<file path="config.mk">
export PLATFORM = sky130hd
export DESIGN_NAME = rep_loop_counter
export DESIGN_NICKNAME = d
export VERILOG_FILES = /design/src/rtl/rep_loop_counter.sv
export SDC_FILE = /design/constraint.sdc
export NUM_CORES = 1
export LEC_CHECK = 0
export CAP_MARGIN = 10
export CORE_UTILIZATION = 51
export DETAILED_ROUTE_END_ITERATION = 10
export GPL_ROUTABILITY_DRIVEN = 0
export HOLD_SLACK_MARGIN = 0.03
export PLACE_DENSITY = 0.84
export SLEW_MARGIN = 20
export SYNTH_ARGS = -nofsm -noshare
export SYNTH_HDL_FRONTEND = slang
export SYNTH_SLANG_ARGS = --single-unit
</file>
<file path="constraint.sdc">
create_clock -name clk -period 4.95 [get_ports clk]
set_clock_uncertainty 0.1 [all_clocks]
set_input_delay 1.485 -clock clk [delete_from_list [all_inputs] [get_ports clk]]
set_output_delay 1.485 -clock clk [all_outputs]
set_load 0.005 [all_outputs]
</file>
<file path="src/rtl/rep_loop_counter.sv">
// rep_loop_counter
//   Iteration counter for microcode-driven repeat loops (REP/REPE/REPNE,
//   LOOP/LOOPZ/LOOPNZ, multi-step shifts). The sequencer loads a count and a
//   mode, pulses `next` once per finished iteration, and branches on
//   `done` / `suspended`. The loop can end early on a flag condition, park
//   at an iteration boundary for an interrupt, or be aborted.
//
// Ports
//   clk          in   clock; all state changes on the rising edge
//   reset        in   synchronous, active-high reset
//   count_in     in   WIDTH  initial iteration count, captured on load
//   mode_in      in   2      00 plain, 01 REPE, 10 REPNE, 11 plain
//   load         in   start a new loop
//   next         in   one iteration completed this cycle
//   zf           in   zero flag of this iteration (used only with next)
//   irq_pending  in   interrupt waiting (honoured only with next in RUN)
//   resume       in   continue a suspended loop
//   abort        in   terminate the loop immediately
//   count        out  WIDTH  remaining count (CX writeback value)
//   done         out  no further iterations are to run
//   running      out  loop active, iterations outstanding
//   suspended    out  loop parked for interrupt
//   cause        out  2      00 none, 01 zero, 10 flag, 11 abort
//
// All outputs come straight from registers; there is no combinational path
// from any input to any output.

module rep_loop_counter #(
  parameter int WIDTH = 16
) (
  input  logic             clk,
  input  logic             reset,
  input  logic [WIDTH-1:0] count_in,
  input  logic [1:0]       mode_in,
  input  logic             load,
  input  logic             next,
  input  logic             zf,
  input  logic             irq_pending,
  input  logic             resume,
  input  logic             abort,
  output logic [WIDTH-1:0] count,
  output logic             done,
  output logic             running,
  output logic             suspended,
  output logic [1:0]       cause
);

  typedef enum logic [1:0] {
    S_IDLE = 2'b00,
    S_RUN  = 2'b01,
    S_SUSP = 2'b10,
    S_DONE = 2'b11
  } state_t;

  localparam logic [1:0] MODE_REPE   = 2'b01;
  localparam logic [1:0] MODE_REPNE  = 2'b10;

  localparam logic [1:0] CAUSE_NONE  = 2'b00;
  localparam logic [1:0] CAUSE_ZERO  = 2'b01;
  localparam logic [1:0] CAUSE_FLAG  = 2'b10;
  localparam logic [1:0] CAUSE_ABORT = 2'b11;

  state_t           r_state;
  logic [WIDTH-1:0] r_count;
  logic [1:0]       r_mode;
  logic [1:0]       r_cause;
  logic             r_done;
  logic             r_running;
  logic             r_suspended;

  logic [WIDTH-1:0] w_cnt_dec;
  logic             w_flag_stop;

  // REPE stops when the iteration cleared ZF, REPNE when it set ZF.
  // Mode 11 behaves as plain and never stops on the flag.
  function automatic logic flag_stop(input logic [1:0] mode, input logic flag);
    return ((mode == MODE_REPE) && !flag) || ((mode == MODE_REPNE) && flag);
  endfunction

  // Only consumed in RUN, where count is never zero, so this cannot wrap.
  assign w_cnt_dec   = r_count - WIDTH'(1);
  assign w_flag_stop = flag_stop(r_mode, zf);

  // Priority: reset > load > abort > next > resume.
  always_ff @(posedge clk) begin
    if (reset) begin
      r_state     <= S_IDLE;
      r_count     <= '0;
      r_mode      <= 2'b00;
      r_cause     <= CAUSE_NONE;
      r_done      <= 1'b1;
      r_running   <= 1'b0;
      r_suspended <= 1'b0;
    end else if (load) begin
      r_count     <= count_in;
      r_mode      <= mode_in;
      r_suspended <= 1'b0;
      if (count_in == '0) begin
        // Zero-trip loop: finish without running an iteration.
        r_state   <= S_DONE;
        r_cause   <= CAUSE_ZERO;
        r_done    <= 1'b1;
        r_running <= 1'b0;
      end else begin
        r_state   <= S_RUN;
        r_cause   <= CAUSE_NONE;
        r_done    <= 1'b0;
        r_running <= 1'b1;
      end
    end else if (abort && (r_state == S_RUN || r_state == S_SUSP)) begin
      // Count is held so the sequencer can write back the partial CX.
      r_state     <= S_DONE;
      r_cause     <= CAUSE_ABORT;
      r_done      <= 1'b1;
      r_running   <= 1'b0;
      r_suspended <= 1'b0;
    end else if (next && r_state == S_RUN) begin
      r_count <= w_cnt_dec;
      // Exhausted count beats the flag; either termination beats the irq.
      if (w_cnt_dec == '0) begin
        r_state   <= S_DONE;
        r_cause   <= CAUSE_ZERO;
        r_done    <= 1'b1;
        r_running <= 1'b0;
      end else if (w_flag_stop) begin
        r_state   <= S_DONE;
        r_cause   <= CAUSE_FLAG;
        r_done    <= 1'b1;
        r_running <= 1'b0;
      end else if (irq_pending) begin
        r_state     <= S_SUSP;
        r_running   <= 1'b0;
        r_suspended <= 1'b1;
      end
    end else if (resume && r_state == S_SUSP) begin
      // A next arriving alongside resume in SUSP is deliberately dropped.
      r_state     <= S_RUN;
      r_running   <= 1'b1;
      r_suspended <= 1'b0;
    end
  end

  assign count     = r_count;
  assign done      = r_done;
  assign running   = r_running;
  assign suspended = r_suspended;
  assign cause     = r_cause;

endmodule

</file>
; ---- Word-level counts from Yosys, hierarchy flattened
; Cells that the tools add are included.
[totals]
register_bits = 25
out_inout_bits = 21
elab_cells = 73
ramBits = 0
mem_count = 0
latch_bits = 0
mem_bits_ro = 0
in_bits = 26
[classes]
n_mux = 36
add_sub_neg = 1
n_div = 0
n_mul = 0
magnitude_cmp = 0
bitwise = 0
n_reduce_logical = 20
n_eq_ne = 9
n_shift = 0
[ops]
columns = operator, n
row1 = 2-to-1 mux 16 bit, 3
row2 = zero test 16 bit, 2
row3 = 2-to-1 mux 2 bit, 13
row4 = 2-to-1 mux 1 bit, 20
row5 = "subtractor 16 x 1 -> 16 bit, second input constant", 1
row6 = "inequality test 2 bit, second input constant", 4
row7 = nonzero test 4 bit, 2
row8 = "inequality test 6 x 5 -> 1 bit, second input constant", 1
row9 = AND reduction 2 bit, 3
row10 = logical AND 1 bit, 5
row11 = "equality test 2 x 1 -> 1 bit, second input constant", 2
row12 = "equality test 2 bit, second input constant", 2
row13 = AND reduction 4 bit, 1
row14 = nonzero test 2 bit, 2
row15 = nonzero test 3 bit, 1
row16 = OR reduction 3 bit, 1
row17 = logical OR 1 bit, 2
row18 = zero test 1 bit, 1

; ---- Depth between registers and ports, before layout
; Gate-level depths: netlist of run 1.
[logic_depth]
depth_word = 8
mapped_depth = 11
ltp_nobuf = 9

; ---- Least setup slack after synthesis of run 1
; No wires, ideal clock.
[synth_path]
kind = in2reg
startpoint = input port abort
endpoint = register r_count[11] (netlist: count[11])
slack_ns = 1.665
stages = 7
arrival_time_ns = 3.058
setup_time_ns = 0.128
required_ns = 4.722
path_buffers = 0
path_cell_list = nor2b_1 > or3_1 > or4_1 > nor4_1 > xor2_1 > mux2i_1 > nor2_1
[synth_between]
elab_chain_len = 3
[synth_rtl]
columns = item, line
row1 = from (decl), 40  ; input logic abort,
row2 = logical AND 1 bit, 110  ; end else if (abort && (r_state == S_RUN || r_state == S_SUSP)) begin
row3 = inequality test 2 bit (no source line), --
row4 = AND reduction 2 bit (no source line), --
row5 = to (signal assigned), 95  ; r_count <= count_in;
row6 = to (signal assigned), 118  ; r_count <= w_cnt_dec;
row7 = to (decl), 64  ; logic [WIDTH-1:0] r_count;
; Every way passes these cells.
; A chain may end at the register's enable or synchronous reset.

; ---- Final worst setup path of run 1
[layout_path]
startpoint = input port next
endpoint = register r_count[11] (netlist: count[11])
[layout_between]
elab_chain_len = 3
[layout_rtl]
columns = item, line
row1 = from (decl), 36  ; input logic next,
row2 = logical AND 1 bit, 117  ; end else if (next && r_state == S_RUN) begin
row3 = nonzero test 2 bit (no source line), --
row4 = AND reduction 2 bit (no source line), --
; Every way passes these cells.

==> results of run 1 <==
## registers in the layout, indices dropped and copies added (netlist names)
register   flops
r_mode         2
count         16
cause          2
r_state        2
suspended      1
running        1
done           1
## through the flow
step	hold WS, ps	util (%)	cell area, um^2	worst slack [ps]
2_1_floorplan	350	-	1620	1660
3_3_place_gp	353	69.2	2090	1170
3_5_place_dp	353	69.2	2090	1090
4_1_cts	383	70.1	2120	1460
5_1_grt	414	70.1	2120	1270
6_report	382	70.1	2120	1430
## cells in the final DEF (no fill, tap or decap), drive strengths merged, types with 2 or more instances in the layout
master / Yosys / layout
nand2: 20 / 20
mux2i: 4 / 4
nor3: 11 / 11
o31ai: 2 / 2
or4: 4 / 4
o21ai: 7 / 7
ha: 4 / 4
and3: 2 / 2
inv: 10 / 10
nor2b: 3 / 3
a31oi: 5 / 5
dfxtp: 25 / 25
or2: 3 / 3
clkbuf: 8 / 3
xnor2: 9 / 9
or3: 3 / 3
clkdlybuf4s50: 0 / 46
xor2: 5 / 5
buf: 4 / 2
and3b: 2 / 2
nor4: 10 / 10
nand3: 5 / 5
o211a: 2 / 2
o41ai: 3 / 3
o21bai: 2 / 2
nor2: 24 / 24
a21oi: 15 / 15
## logic make-up (layout without fill, tap and decap cells)
kind of cell | after synthesis | count (layout) | share of synthesized area (%)
compound gates | 47 | 47 | 21.3
flops | 25 | 25 | 30.9
buf+inv | 22 | 62 | 5.86
simple gates | 92 | 92 | 28.9
fa+ha+maj | 4 | 4 | 3.09
mux | 4 | 4 | 2.47
xor+xnor | 14 | 14 | 7.56
## report_power, final
part | switching [mW] | internal (mW) | total [mW]
combinational | 0.0720 | 0.0822 | 0.154
sequential | 0.0204 | 0.216 | 0.236
clock | 0.0667 | 0.0305 | 0.0972
## layout make-up
type	instances	area, um^2	area share (%)
multi-input cells	161	1030	48.3
flip-flops and latches	25	500	23.6
repair buffers	48	475	22.4
well taps	44	55.1	2.59
inverters	10	37.5	1.77
clock buffers	3	22.5	1.06
clock inverters	1	5.00	0.236
## worst paths after layout
path,start,to,cells past startpoint,slack (ps)
min reg2reg,cause[0],cause[0],2,380
max reg2reg,count[0],running,9,2110
min,cause[0],cause[0],2,380
max,next,count[11],8,1430
## worst max-delay path, stage by stage
cell and delay, ps:
clkdlybuf4s50_1 470, nand2_1 130, or3_1 420, or4_1 560
nor4_1 270, xor2_1 110, mux2i_1 160, nor2_1 50
## per-layer routing
metal  track usage, %  vias to the layer above  share of wire, %
li1                 -                      825                 -
met1             30.5                      743                46
met2             44.8                       44                48
met3             4.18                        4               3.9
met4             9.52                        0               1.3
met5                0                        -                 0
==> results.sh, run 1 <==
export IMPL_status="finished, final reports clean"
export IMPL_crit_arrival_ps=3660
export IMPL_cts_root_buf="clkbuf_4"
export IMPL_clkTransAtPathRegs_ps=140
export IMPL_cts_buffer_depth=2
export IMPL_worstPathRequired_ps=5090
export IMPL_start_util_pct=53.6
export IMPL_grt_overflow=0
export IMPL_syn_avg_cell_area_um2=7.80
export IMPL_clk_latency_ps=340
export IMPL_setup_tns_final_ps=0
export IMPL_syn_inst=208
export IMPL_start_kind="input pin"
export IMPL_cts_setup_buffers=0
export IMPL_hp_class="flop to flop"
export IMPL_leakage_nw=0.813
export IMPL_grt_max_degree=23
export IMPL_grt_first_pass_wirelength_um=6700
export IMPL_power_density_mw_per_mm2=230
export IMPL_dp_cells=288
export IMPL_grt_pass1_vias=1551
export IMPL_flow_area_growth_from_synthesis_pct=30.9
export IMPL_die_y_um=58.4
export IMPL_cp_max_fo=6
export IMPL_hold_viol_final=0
export IMPL_finalNonFillerCells=292
export IMPL_cts_buffers=3
export IMPL_wl_per_cell_um=13.6
export IMPL_cts_repair_resized=0
export IMPL_io_pins=47
export IMPL_fmax_mhz=284
export IMPL_max_vdd_ir_drop_uv=179
export IMPL_synth_ff_type="dfxtp_1"
export IMPL_io_buffer_count=46
export IMPL_dr_pass1_iters=4
export IMPL_p_total_mw=0.487
export IMPL_cts_sinks=25
export IMPL_dp_hpwl_um=2940
export IMPL_drc=0
export IMPL_antenna_left=0
export IMPL_ys_warnings_count=0
export IMPL_drive_gt1_share_pct=6.05
export IMPL_post_route_min_period_ps=3520
export IMPL_worst_setup_path_type="input pin to flop"
export IMPL_synth_seq_area_share_pct=30.9
export IMPL_grtUsageTotal_pct=25.3
export IMPL_fin_crit_sh_pct=71.2
export IMPL_final_nets=279
export IMPL_vias=1616
export IMPL_routed_wl_um=3980
export IMPL_async_reset_ff_share_pct=0
export IMPL_core_area_mm2=0.00303
export IMPL_nFillCells=256
export IMPL_chipWidth_um=58.4
export IMPL_grt_antenna_before_repair=0
export IMPL_synth_edf_count=0
export IMPL_first_iter_violations=72
export IMPL_ys_top_cells_by_area="dfxtp_1 (31%), nor2_1 (5.6%), xnor2_1 (4.9%)"
export IMPL_yosys_top_cells_count="dfxtp_1 (25), nor2_1 (24), nand2_1 (20)"
export IMPL_htreeDepth=1
export IMPL_postCtsHoldBufs=0
export IMPL_yosys_area_top_type="dfxtp_1"
export IMPL_cts_tree="yes"
export IMPL_ys_types=49
export IMPL_max_slew_margin_pct=70.9
export IMPL_drv_slew=0
export IMPL_maxCapViolCount=0
export IMPL_rsz0062_at_grt="false"
export IMPL_die_area_mm2=0.00341
export IMPL_rows=20
export IMPL_n_antenna_cell=0
export IMPL_worstMarginPinSlew_ps=435
export IMPL_synth_most_common_cell="dfxtp_1"
export IMPL_vias_per_cell=5.53
export IMPL_ys_ff_latch=25
export IMPL_synth_top_cell_area_share_pct=30.9
export IMPL_synth_nets=238
export IMPL_endpoint_kind="flop"
export IMPL_syn_cell_area_mm2=0.00162
export IMPL_setup_viol=0
No activity file was read; power rests on OpenSTA's default activity.
==> run 2: changes to the inputs <==
--- a/config.mk
+++ b/config.mk
@@ -6,11 +6,11 @@
 export NUM_CORES = 1
 export LEC_CHECK = 0
 export CAP_MARGIN = 10
-export CORE_UTILIZATION = 51
+export CORE_UTILIZATION = 43
 export DETAILED_ROUTE_END_ITERATION = 10
 export GPL_ROUTABILITY_DRIVEN = 0
 export HOLD_SLACK_MARGIN = 0.03
-export PLACE_DENSITY = 0.84
+export PLACE_DENSITY = 0.75
 export SLEW_MARGIN = 20
 export SYNTH_ARGS = -nofsm -noshare
 export SYNTH_HDL_FRONTEND = slang
==> constraint.sdc (replaced) <==
create_clock -name clk -period 3.2 [get_ports clk]
set_clock_uncertainty 0.1 [all_clocks]
set_input_delay 0.96 -clock clk [delete_from_list [all_inputs] [get_ports clk]]
set_output_delay 0.96 -clock clk [all_outputs]
set_load 0.005 [all_outputs]
==> run 2 against run 1 <==
First-iteration DRC count grew 42%. Clock power up 91%. Sequential share of layout area shrank 0.62 points. Hold slack worse by 18 ps. Critical path depth unchanged. Utilization fell by 7.2 points. Count of clock-buffer cells in the layout grew 1.
==> results.sh, run 2 (same netlist as run 1, synthesis figures left out) <==
export IMPL_cts_buffer_depth=2
export IMPL_flow_area_growth_from_synthesis_pct=34.4
export IMPL_routed_wl_um=4110
export IMPL_fmax_mhz=341
export IMPL_vias=1634
export IMPL_start_util_pct=46.8
export IMPL_fin_crit_sh_pct=91.5
export IMPL_largest_reg_flops=16
export IMPL_drc=0
export IMPL_max_vdd_ir_drop_uv=223
export IMPL_grt_pass1_vias=1549
export IMPL_rows=21
export IMPL_wl_met2_um=1870
export IMPL_post_route_util_pct=62.8
export IMPL_grt_antenna_before_repair=0
export IMPL_power_density_mw_per_mm2=366
export IMPL_worstPathRequired_ps=3260
export IMPL_wl_met3_um=241
export IMPL_dpl_instance_area_mm2=0.00213
export IMPL_worst_setup_path_type="input pin to flop"
export IMPL_grt_overflow=0
export IMPL_drive_gt1_share_pct=7.51
export IMPL_vias_per_cell=5.46
export IMPL_maxCapViolCount=0
export IMPL_highest_layer="met4"
export IMPL_max_slew_margin_pct=71.7
export IMPL_post_route_min_period_ps=2930
export IMPL_status="finished, final reports clean"
export IMPL_cts_tree="yes"
export IMPL_final_common_cell="clkdlybuf4s50_1"
export IMPL_worstMarginPinSlew_ps=422
export IMPL_multi_input_area_mm2=0.00103
export IMPL_drv_slew=0
export IMPL_final_nets=284
export IMPL_leakage_nw=0.842
export IMPL_dr_pass1_iters=5
export IMPL_cp_max_fo=4
export IMPL_n_antenna_cell=0
export IMPL_htreeDepth=1
export IMPL_grt_max_degree=23
export IMPL_clkTransAtPathRegs_ps=90
export IMPL_cts_setup_buffers=0
export IMPL_clk_latency_ps=270
export IMPL_die_area_mm2=0.00402
export IMPL_chipWidth_um=63.4
export IMPL_endpoint_kind="flop"
export IMPL_first_iter_violations=102
export IMPL_hold_viol_final=0
export IMPL_cts_buffers=3
export IMPL_cts_repair_resized=0
export IMPL_grt_first_pass_wirelength_um=7130
export IMPL_hp_class="flop to flop"
export IMPL_layout_common_cells="clkdlybuf4s50_1 (46), dfxtp_1 (25), nor2_1 (24)"
export IMPL_nFillCells=349
export IMPL_core_area_mm2=0.00347
export IMPL_io_buffer_count=46
export IMPL_postCtsHoldBufs=0
export IMPL_cts_root_buf="clkbuf_8"
export IMPL_cts_sinks=25
export IMPL_wl_per_cell_um=13.7
export IMPL_dp_hpwl_um=3100
export IMPL_start_kind="input pin"
export IMPL_antenna_left=0
export IMPL_seqCellArea_um2=500
export IMPL_rsz0062_at_grt="false"
export IMPL_die_y_um=63.4
export IMPL_crit_arrival_ps=2990
export IMPL_design_area_mm2=0.00218
export IMPL_m1WireLength_um=1950
export IMPL_grtUsageTotal_pct=21.8
export IMPL_setup_viol=0
export IMPL_io_pins=47
==> run 2: through the flow <==
| step | cells | hold WS (ps) | power [mW] | worst slack [ps] | setup TNS, ps |
|---|---|---|---|---|---|
| 2_1_floorplan | 208 | 350 | 0.513 | 440 | 0 |
| 3_3_place_gp | 295 | 355 | 0.615 | 16.1 | 0 |
| 3_5_place_dp | 295 | 357 | 0.617 | -13.0 | -13.0 |
| 4_1_cts | 299 | 375 | 0.803 | 273 | 0 |
| 5_1_grt | 299 | 402 | 0.851 | 101 | 0 |
| 6_report | 299 | 364 | 0.797 | 271 | 0 |
==> run 2: final timing paths <==
kind                                from        end  slack [ps]  cells after the start
worst max register to register  count[0]    running         420                      9
worst max-delay path               abort  count[11]         270                      8
worst min-delay path            cause[0]   cause[0]         360                      2
worst min register to register  cause[0]   cause[0]         360                      2
==> run 2: critical path, stage by stage <==
cell and delay (ps):
clkdlybuf4s50_1 390, nor2b_1 140, or3_1 410, or4_1 550
nor4_1 250, xor2_1 100, mux2i_1 150, nor2_1 50
==> run 2: metal layers <==
layer / vias up / GRT usage, %
met4: 0 / 7.67
met3: 6 / 2.90
met2: 52 / 33.6
met1: 739 / 30.7
met5: - / 0
li1: 837 / -
==> run 2: layout make-up <==
cell class	instances	area share, %
clock buffers	4	2.07
multi-input cells	161	47.1
inverters	10	1.72
flip-flops and latches	25	23.0
well taps	46	2.64
repair buffers	53	23.5
==> run 2: where the power goes <==
part	switching (mW)	total, mW	internal (mW)
combinational	0.114	0.247	0.133
sequential	0.0317	0.365	0.333
clock	0.0967	0.186	0.0889
==> run 3: changes to the inputs <==
--- a/config.mk
+++ b/config.mk
@@ -8,7 +8,7 @@
 export CAP_MARGIN = 10
 export CORE_UTILIZATION = 43
 export DETAILED_ROUTE_END_ITERATION = 10
-export GPL_ROUTABILITY_DRIVEN = 0
+export GPL_ROUTABILITY_DRIVEN = 1
 export HOLD_SLACK_MARGIN = 0.03
 export PLACE_DENSITY = 0.75
 export SLEW_MARGIN = 20
==> results of run 3 <==
Same layout as run 2: the final DEF is identical, and so are final timing and power.
